[src/rtl/tx_ip_checksum_insert.sv]
// tx_ip_checksum_insert
//   Computes the IPv4 header checksum from the first beat of each outgoing
//   frame and writes it into bytes 24-25. Every other byte, tkeep and tlast
//   pass through unchanged.
//
// Ports
//   tx_axis_aclk, tx_axis_aresetn : clock, synchronous active-low reset
//   csum_enable                   : 1 = insert checksum (sampled on first beat)
//   s_axis_*                      : frame from headers prepend (tdata/tkeep/tvalid/tlast/tready)
//   m_axis_*                      : frame to CMAC (tdata/tkeep/tvalid/tlast/tready)
//   stat_frames_csum              : frames with checksum inserted (32-bit, wraps)
//   stat_frames_bypass            : frames passed unmodified (32-bit, wraps)
//
// Optional build macro: TX_MIN_FRAME_PAD_EN (needs DATA_WIDTH >= 480)
//   Single-beat frames with fewer than 60 valid bytes are padded with zero
//   bytes up to 60 bytes (tkeep bytes 0..59 set).

// Purpose: IPv4 header checksum insert on the AXIS TX path.
// Latency: 2 cycles accept-to-output, 1 beat/cycle.
// Backpressure: both stages hold while output stalls; s_axis_tready = !m_axis_tvalid || m_axis_tready.
module tx_ip_checksum_insert #(
    parameter int DATA_WIDTH = 512
) (
    input  logic                      tx_axis_aclk,
    input  logic                      tx_axis_aresetn,
    input  logic                      csum_enable,
    input  logic [DATA_WIDTH-1:0]     s_axis_tdata,
    input  logic [DATA_WIDTH/8-1:0]   s_axis_tkeep,
    input  logic                      s_axis_tvalid,
    input  logic                      s_axis_tlast,
    output logic                      s_axis_tready,
    output logic [DATA_WIDTH-1:0]     m_axis_tdata,
    output logic [DATA_WIDTH/8-1:0]   m_axis_tkeep,
    output logic                      m_axis_tvalid,
    output logic                      m_axis_tlast,
    input  logic                      m_axis_tready,
    output logic [31:0]               stat_frames_csum,
    output logic [31:0]               stat_frames_bypass
);

    localparam int KW = DATA_WIDTH / 8;

    // ------------------------------------------------------------------
    // Pipeline control
    // ------------------------------------------------------------------
    logic w_adv;
    logic w_acc;

    // Output register
    logic                  r_m_vld;
    logic [DATA_WIDTH-1:0] r_m_dat;
    logic [KW-1:0]         r_m_keep;
    logic                  r_m_last;
    logic                  r_m_first;
    logic                  r_m_qual;

    // Only the output stage feeds back into ready, so there is no
    // combinational path from s_axis_tvalid to s_axis_tready.
    assign w_adv         = !r_m_vld || m_axis_tready;
    assign w_acc         = s_axis_tvalid && w_adv;
    assign s_axis_tready = w_adv;

    // ------------------------------------------------------------------
    // Stage 1: first-beat qualification and partial checksum sums
    // ------------------------------------------------------------------
    logic                  r_sof;
    logic                  r_s1_vld;
    logic [DATA_WIDTH-1:0] r_s1_dat;
    logic [KW-1:0]         r_s1_keep;
    logic                  r_s1_last;
    logic                  r_s1_first;
    logic                  r_s1_qual;
    logic [18:0]           r_s1_sum_lo;
    logic [18:0]           r_s1_sum_hi;

    logic [15:0]           w_word [10];
    logic [18:0]           w_sum_lo;
    logic [18:0]           w_sum_hi;
    logic                  w_qual;

    always_comb begin
        for (int i = 0; i < 10; i++) begin
            // Word 5 is the checksum field itself; upstream normally zeroes it
            // but a stale value must not leak into the sum.
            if (i == 5) begin
                w_word[i] = 16'h0000;
            end else begin
                w_word[i] = {s_axis_tdata[8*(14+2*i) +: 8], s_axis_tdata[8*(15+2*i) +: 8]};
            end
        end
        w_sum_lo = 19'(w_word[0]) + 19'(w_word[1]) + 19'(w_word[2])
                 + 19'(w_word[3]) + 19'(w_word[4]);
        w_sum_hi = 19'(w_word[5]) + 19'(w_word[6]) + 19'(w_word[7])
                 + 19'(w_word[8]) + 19'(w_word[9]);
    end

    assign w_qual = r_sof && csum_enable
                 && (s_axis_tdata[8*12 +: 8] == 8'h08)
                 && (s_axis_tdata[8*13 +: 8] == 8'h00)
                 && (s_axis_tdata[8*14 +: 8] == 8'h45)
                 && (&s_axis_tkeep[33:0]);

`ifdef TX_MIN_FRAME_PAD_EN
    localparam int CW = $clog2(KW + 1);
    logic [CW-1:0] w_keep_cnt;
    logic          w_pad;
    logic          r_s1_pad;

    always_comb begin
        w_keep_cnt = '0;
        for (int k = 0; k < KW; k++) begin
            w_keep_cnt = w_keep_cnt + CW'(s_axis_tkeep[k]);
        end
    end

    // Only whole frames held in one beat are padded; multi-beat frames are
    // already longer than the minimum.
    assign w_pad = r_sof && s_axis_tlast && (int'(w_keep_cnt) < 60);
`endif

    always_ff @(posedge tx_axis_aclk) begin
        if (!tx_axis_aresetn) begin
            r_sof       <= 1'b1;
            r_s1_vld    <= 1'b0;
            r_s1_dat    <= '0;
            r_s1_keep   <= '0;
            r_s1_last   <= 1'b0;
            r_s1_first  <= 1'b0;
            r_s1_qual   <= 1'b0;
            r_s1_sum_lo <= '0;
            r_s1_sum_hi <= '0;
`ifdef TX_MIN_FRAME_PAD_EN
            r_s1_pad    <= 1'b0;
`endif
        end else begin
            if (w_acc) begin
                r_sof <= s_axis_tlast;
            end
            if (w_adv) begin
                r_s1_vld    <= s_axis_tvalid;
                r_s1_dat    <= s_axis_tdata;
                r_s1_keep   <= s_axis_tkeep;
                r_s1_last   <= s_axis_tlast;
                r_s1_first  <= r_sof;
                r_s1_qual   <= w_qual;
                r_s1_sum_lo <= w_sum_lo;
                r_s1_sum_hi <= w_sum_hi;
`ifdef TX_MIN_FRAME_PAD_EN
                r_s1_pad    <= w_pad;
`endif
            end
        end
    end

    // ------------------------------------------------------------------
    // Stage 2: fold, invert, patch bytes 24-25
    // ------------------------------------------------------------------
    logic [19:0]           w_sum20;
    logic [16:0]           w_fold1;
    logic [15:0]           w_fold2;
    logic [15:0]           w_csum;
    logic [DATA_WIDTH-1:0] w_s2_dat;
    logic [KW-1:0]         w_s2_keep;

    // Two folds are enough: after the first, the value is at most 0x1000E,
    // so the second fold cannot carry out again.
    assign w_sum20 = 20'(r_s1_sum_lo) + 20'(r_s1_sum_hi);
    assign w_fold1 = 17'(w_sum20[15:0]) + 17'(w_sum20[19:16]);
    assign w_fold2 = w_fold1[15:0] + 16'(w_fold1[16]);
    assign w_csum  = ~w_fold2;

    always_comb begin
        w_s2_dat  = r_s1_dat;
        w_s2_keep = r_s1_keep;
`ifdef TX_MIN_FRAME_PAD_EN
        if (r_s1_pad) begin
            for (int k = 0; k < 60; k++) begin
                if (!r_s1_keep[k]) begin
                    w_s2_dat[8*k +: 8] = 8'h00;
                    w_s2_keep[k]       = 1'b1;
                end
            end
        end
`endif
        // A qualified beat has bytes 0..33 valid, so padding never overlaps the patch.
        if (r_s1_qual) begin
            w_s2_dat[8*24 +: 8] = w_csum[15:8];
            w_s2_dat[8*25 +: 8] = w_csum[7:0];
        end
    end

    always_ff @(posedge tx_axis_aclk) begin
        if (!tx_axis_aresetn) begin
            r_m_vld   <= 1'b0;
            r_m_dat   <= '0;
            r_m_keep  <= '0;
            r_m_last  <= 1'b0;
            r_m_first <= 1'b0;
            r_m_qual  <= 1'b0;
        end else if (w_adv) begin
            r_m_vld   <= r_s1_vld;
            r_m_dat   <= w_s2_dat;
            r_m_keep  <= w_s2_keep;
            r_m_last  <= r_s1_last;
            r_m_first <= r_s1_first;
            r_m_qual  <= r_s1_qual;
        end
    end

    assign m_axis_tvalid = r_m_vld;
    assign m_axis_tdata  = r_m_dat;
    assign m_axis_tkeep  = r_m_keep;
    assign m_axis_tlast  = r_m_last;

    // ------------------------------------------------------------------
    // Statistics: counted once per frame when its first beat leaves
    // ------------------------------------------------------------------
    logic [31:0] r_stat_csum;
    logic [31:0] r_stat_bypass;

    always_ff @(posedge tx_axis_aclk) begin
        if (!tx_axis_aresetn) begin
            r_stat_csum   <= '0;
            r_stat_bypass <= '0;
        end else if (r_m_vld && m_axis_tready && r_m_first) begin
            if (r_m_qual) begin
                r_stat_csum   <= r_stat_csum + 32'd1;
            end else begin
                r_stat_bypass <= r_stat_bypass + 32'd1;
            end
        end
    end

    assign stat_frames_csum   = r_stat_csum;
    assign stat_frames_bypass = r_stat_bypass;

endmodule

[config.mk]
export PLATFORM = sky130hd
export DESIGN_NAME = tx_ip_checksum_insert
export DESIGN_NICKNAME = d
export VERILOG_FILES = /design/src/rtl/tx_ip_checksum_insert.sv
export SDC_FILE = /design/constraint.sdc
export NUM_CORES = 2
export LEC_CHECK = 0
export CAP_MARGIN = 20
export CORE_AREA = 3 3 470 472
export DETAILED_ROUTE_END_ITERATION = 8
export DIE_AREA = 0 0 473 475
export GPL_TIMING_DRIVEN = 0
export SLEW_MARGIN = 20
export SYNTH_ARGS = -nofsm -noshare
export SYNTH_HDL_FRONTEND = slang
export SYNTH_SLANG_ARGS = --single-unit
export TNS_END_PERCENT = 20
[constraint.sdc]
create_clock -name tx_axis_aclk -period 8 [get_ports tx_axis_aclk]
set_input_delay 1.2 -clock tx_axis_aclk [delete_from_list [all_inputs] [get_ports tx_axis_aclk]]
set_output_delay 1.2 -clock tx_axis_aclk [all_outputs]
set_load 0.005 [all_outputs]
; Word-level counts from Yosys, hierarchy flattened
; Cells that the tools add are included.
[classes]
n_reduce_logical = 14
n_eq_ne = 2
bitwise = 2
add_sub_neg = 12
muxes = 1
[op_table]
columns = cell, count
row1 = "32-bit by 1-bit adder with 32-bit output, second input constant", 2
row2 = 18-bit by 16-bit adder with 19-bit output, 2
row3 = 17-bit by 16-bit adder with 18-bit output, 2
row4 = 16-bit by 16-bit adder with 17-bit output, 2
row5 = 34-bit AND reduction, 1
row6 = 19-bit by 19-bit adder with 20-bit output, 1
row7 = 19-bit by 16-bit adder with 19-bit output, 1
row8 = 16-bit by 4-bit adder with 17-bit output, 1
row9 = 16-bit by 1-bit adder with 16-bit output, 1
row10 = 16-bit 2-to-1 mux, 1
row11 = 16-bit inverter, 1
row12 = "8-bit by 4-bit equality test with 1-bit output, second input constant", 1
row13 = "8-bit by 7-bit equality test with 1-bit output, second input constant", 1
row14 = 1-bit logical AND, 8
row15 = 8-bit zero test, 1
row16 = 2-bit AND reduction, 2
row17 = 1-bit zero test, 1
row18 = 1-bit logical OR, 1
row19 = 1-bit inverter, 1
[word_totals]
word_cells = 48
reg_bits = 1263
out_inout_bits = 643

; Logic depth before layout (Yosys ltp)
[logic_depth]
depth_word = 5
depth_mapped = 31
mapped_depth_nobuf = 31

; Worst setup path after synthesis
; OpenSTA, ideal clock, no wires.
[synth_path]
kind = flip-flop to flip-flop
from = register r_s1_sum_lo[0]
to = register r_m_dat[197] (netlist: m_axis_tdata[197])
synth_period_minus_slack_ns = 5.857
path_buffers = 0
setup_ns = 0.120
required_ns = 7.880
path_slack_ns = 2.143
arrival_time_ns = 5.737
stages_incl_launch_ff = 32
path_cell_list = dfxtp_1 -> ha_1 -> inv_1 -> fa_1 -> nand2b_1 -> a21oi_1 -> o311a_2 -> a21bo_2 -> and2_1 -> o221a_2 -> o21ai_0 -> nand2b_1 -> xor2_1 -> ha_1 -> inv_1 -> fa_1 -> nor2b_1 -> o21ai_0 -> nor2b_1 -> nor4_2 -> nor3b_2 -> nor4bb_1 -> ha_1 -> nand3_1 -> nor2_1 -> nand2_1 -> a2111o_1 -> o21bai_2 -> o21ba_1 -> xnor2_1 -> mux2i_1 -> o21ai_1
[synth_between]
elab_chain_len = 5
[synth_rtl]
columns = item, line
row1 = "start, declared", 73  ; logic [18:0] r_s1_sum_lo;
row2 = "start signal, assigned", 146  ; r_s1_sum_lo <= w_sum_lo;
row3 = 19-bit by 19-bit adder with 20-bit output, 167  ; assign w_sum20 = 20'(r_s1_sum_lo) + 20'(r_s1_sum_hi);
row4 = 16-bit by 4-bit adder with 17-bit output, 168  ; assign w_fold1 = 17'(w_sum20[15:0]) + 17'(w_sum20[19:16]);
row5 = 16-bit by 1-bit adder with 16-bit output, 169  ; assign w_fold2 = w_fold1[15:0] + 16'(w_fold1[16]);
row6 = 16-bit inverter, 170  ; assign w_csum = ~w_fold2;
row7 = 16-bit 2-to-1 mux, 186  ; if (r_s1_qual) begin
row8 = "end signal, assigned", 202  ; r_m_dat <= w_s2_dat;
row9 = "end, declared", 51  ; logic [DATA_WIDTH-1:0] r_m_dat;
; Every way passes these cells.
; A chain may end at the register's enable or synchronous reset.

; Worst setup path after layout
[layout_path]
from = register r_s1_sum_lo[0]
to = register r_m_dat[195] (netlist: m_axis_tdata[195])
; Same word-level chain as after synthesis.

==> results.ini <==
[floorplanning]
die_area_um2 = 225000
fp.coreArea_um2 = 217000
row_count = 171
io_pins = 1225
start_util_pct = 22.1
chipHeight_um = 475
fp.dieW_um = 473

[grt]
grtUsageMet2_pct = 36.0
antenna_found_initial = 113
grtUsageTotal_pct = 21.5
grt.busiest_layer = met2
grt_max_degree = 17
grt_pass1_vias = 45832
gr-usage-met3_pct = 7.54
gr-total-overflow = 0
met1_usage_pct = 24.4
grt_pass1_wl_um = 344000

[finish]
syn2layout_area_growth_pct = 44.3
fin_area_um2 = 69300
fin_nets = 8110
num-fill-cells = 23000
drive_gt1_share_pct = 4.02

[clocking]
cts_buffers = 145
cts_resized = 0
cts_tree = yes
cts_hold_buf = 0
path_clk_slew_ps = 60
cts_setup_buffers = 0
cts_sinks = 1262
clock_latency_ps = 790
cts_buffer_depth = 3
htreeDepth = 4
cts-root-buf = clkbuf_16

[sta]
finalHoldViolCount = 0
fin_crit_sh_pct = 90.6
clock.fmax_ghz = 0.138
fin_tns_setup_ps = 0
whs_ps = 429
maxSlewViolCount = 0
setup_violations = 0
worstMarginPinSlew_ps = 1180
clock_skew_ps = 41.5
min_period_ps = 7250
relSlewSlack_pct = 21.1
grt_setup_unrepaired = no

[detailed_routing]
drt_iter0_drc = 3386
routedWlPerCell_um = 24.3
viasPerCell = 4.55
routed_wl_um = 253000
ant_nets = 0
drc = 0
dr.pass1.iters = 6
vias = 47410

[synthesis]
synthDistinctLibCells = 73
synth-seq-cells = 1262
synth_ff_type = dfxtp_1
synth_fp_nets = 6729
synth_warnings = 0
synth_edf_count = 0
synthCells = 6004
async_flop_share_pct = 0
syn_area_um2 = 48000
avgSynthCellArea_um2 = 8.00
ys_seq_area_share_pct = 52.6

[power]
vdd_drop_max_mv = 0.190
p_leak_nw = 26.2
p_comb_share_pct = 20.2
switching_share_pct = 29.9
p_switching_mw = 5.22
p_seq_share_pct = 39.7
power_density_nw_per_um2 = 252
internal_power_mw = 12.3
p_clk_share_pct = 40.1

[critical_path]
crit_top_cell = ha_1
cp-start-kind = register
crit_arrival_ps = 7870
cp-end-kind = register
worstSetupPathType = register to register
crit_required_ps = 8620
cpPeakStageDelay_ps = 500
path_max_fanout = 7
cp_slowest_cell = a21oi_1

[placement]
gp_congestion = 0.946
port_buffers = 1223
dp_hpwl_um = 211000
place_area_um2 = 64100

[run]
cap_violations = 0

[min_path]
hold_path.class = register to register

[run_status]
status = finished clean

-- layout by cell type, fill, tap and decap left out, types with 19 or more instances in the layout --
cell type | Yosys | final
xnor2_1 | 53 | 53
or3_1 | 19 | 19
fa_1 | 81 | 81
inv_1 | 37 | 37
clkinv_2 | 0 | 24
clkdlybuf4s50_1 | 0 | 1223
a21oi_1 | 1218 | 1218
xor2_1 | 56 | 56
diode_2 | 0 | 50
clkbuf_8 | 0 | 34
nor2_1 | 114 | 114
clkbuf_1 | 403 | 417
nand3_1 | 42 | 42
clkbuf_16 | 0 | 145
nand4_1 | 21 | 21
o21ai_0 | 43 | 43
nand2_1 | 2385 | 2385
dfxtp_1 | 1262 | 1262
ha_1 | 62 | 62
-- Yosys cell counts, types with 4 or more instances --
library cell  number  area, µm²
o21ai_0           43        215
nand4_1           21        131
nand3_1           42        210
clkbuf_1         403       1510
nor4_1             5       31.3
and3_1            18        113
o22ai_1            4       25.0
o211ai_1           5       37.5
nand2b_1           9       56.3
and2_1            11       68.8
a21boi_0           7       52.6
a21o_1            15        113
dfxtp_1         1262      25300
inv_1             37        139
fa_1              81       1620
o21a_1             7       52.6
nor2b_1           10       62.6
a21oi_1         1218       6100
mux2i_1            8       80.1
a211oi_1          18        135
or3_1             19        119
nor3b_1            4       30.0
nor4b_1           10       87.6
ha_1              62        776
nand2_1         2385       8950
xnor2_1           53        464
nor2_1           114        428
nor3_1             8       40.0
buf_6              4       45.0
xor2_1            56        490
or2_2              6       37.5
-- cells by family (layout without fill, tap and decap cells) --
kind of cell	count (synthesis)	after routing	synth area share [%]
compound gates	1353	1353	14.7
xor+xnor	110	110	2.03
fa+ha+maj	143	143	4.99
buf+inv	452	1955	3.63
flops	1262	1262	52.6
mux	8	8	0.167
other cells	0	50	0
simple gates	2676	2676	21.9
-- metrics by stage --
step | std cells | setup slack [ps] | utilization, % | total power [mW]
6_report | 10411 | 754 | 32.0 | 17.5
5_1_grt | 10398 | 243 | 31.9 | 18.2
4_1_cts | 10361 | 821 | 31.9 | 17.7
3_5_place_dp | 10092 | 844 | 29.6 | 10.6
3_3_place_gp | 10081 | 975 | 29.4 | 10.6
2_1_floorplan | 6004 | 2140 | - | 8.91
-- state kept, by name, summed over array words and instances (netlist names) --
| register | count |
|---|---|
| m_axis_tdata | 512 |
| m_axis_tkeep | 64 |
| m_axis_tlast | 1 |
| m_axis_tvalid | 1 |
| r_m_first | 1 |
| r_m_qual | 1 |
| r_s1_dat | 512 |
| r_s1_first | 1 |
| r_s1_keep | 64 |
| r_s1_last | 1 |
| r_s1_qual | 1 |
| r_s1_sum_hi | 18 |
| r_s1_sum_lo | 19 |
| r_s1_vld | 1 |
| r_sof | 1 |
| stat_frames_bypass | 32 |
| stat_frames_csum | 32 |
-- worst max-delay path, delay by kind of cell, from the launching register on --
family,cells,cell delay [ps]
and+or+nand+nor,12,2410
AOI/OAI and AO/OA,10,2150
adders and majority gates,5,1530
xor gates and xnor gates,2,500
DFF,1,350
buffers and inverters,2,130
-- worst paths after layout --
kind | startpoint | endpoint | slack (ps) | cells past startpoint
min reg2reg | r_s1_dat[8]$_SDFFE_PN0N_ | m_axis_tdata[8]$_SDFFE_PN0N_ | 430 | 2
max | r_s1_sum_lo[0]$_SDFFE_PN0N_ | m_axis_tdata[195]$_SDFFE_PN0N_ | 750 | 31
min | r_s1_dat[8]$_SDFFE_PN0N_ | m_axis_tdata[8]$_SDFFE_PN0N_ | 430 | 2
max reg2reg | r_s1_sum_lo[0]$_SDFFE_PN0N_ | m_axis_tdata[195]$_SDFFE_PN0N_ | 750 | 31
-- per-layer routing --
layer,share of wire (%),wire length (µm)
met5,0.15,389
met4,5.1,12800
met3,9.9,24900
met2,47,119000
met1,38,96000
-- layout make-up --
cell class	count	area, µm²	share of cell area [%]
flip-flops and latches	1262	25300	36.4
multi-input cells	4290	21100	30.4
repair buffers	1234	12500	18.0
clock buffers	208	4210	6.07
well taps	2854	3570	5.15
plain buffers	413	1620	2.33
clock inverters	61	887	1.28
inverters	39	146	0.211
diodes	50	125	0.180
-- power by group through the flow --
stage               clock [mW]  sequential [mW]  combinational [mW]
CTS                       7.15             6.93                3.60
floorplan                    0             6.99                1.91
detailed placement           0             7.06                3.57
global route              7.38             6.97                3.89
global placement             0             7.05                3.53
finish                    7.01             6.93                3.53
Power figures use the tool's default switching activity.
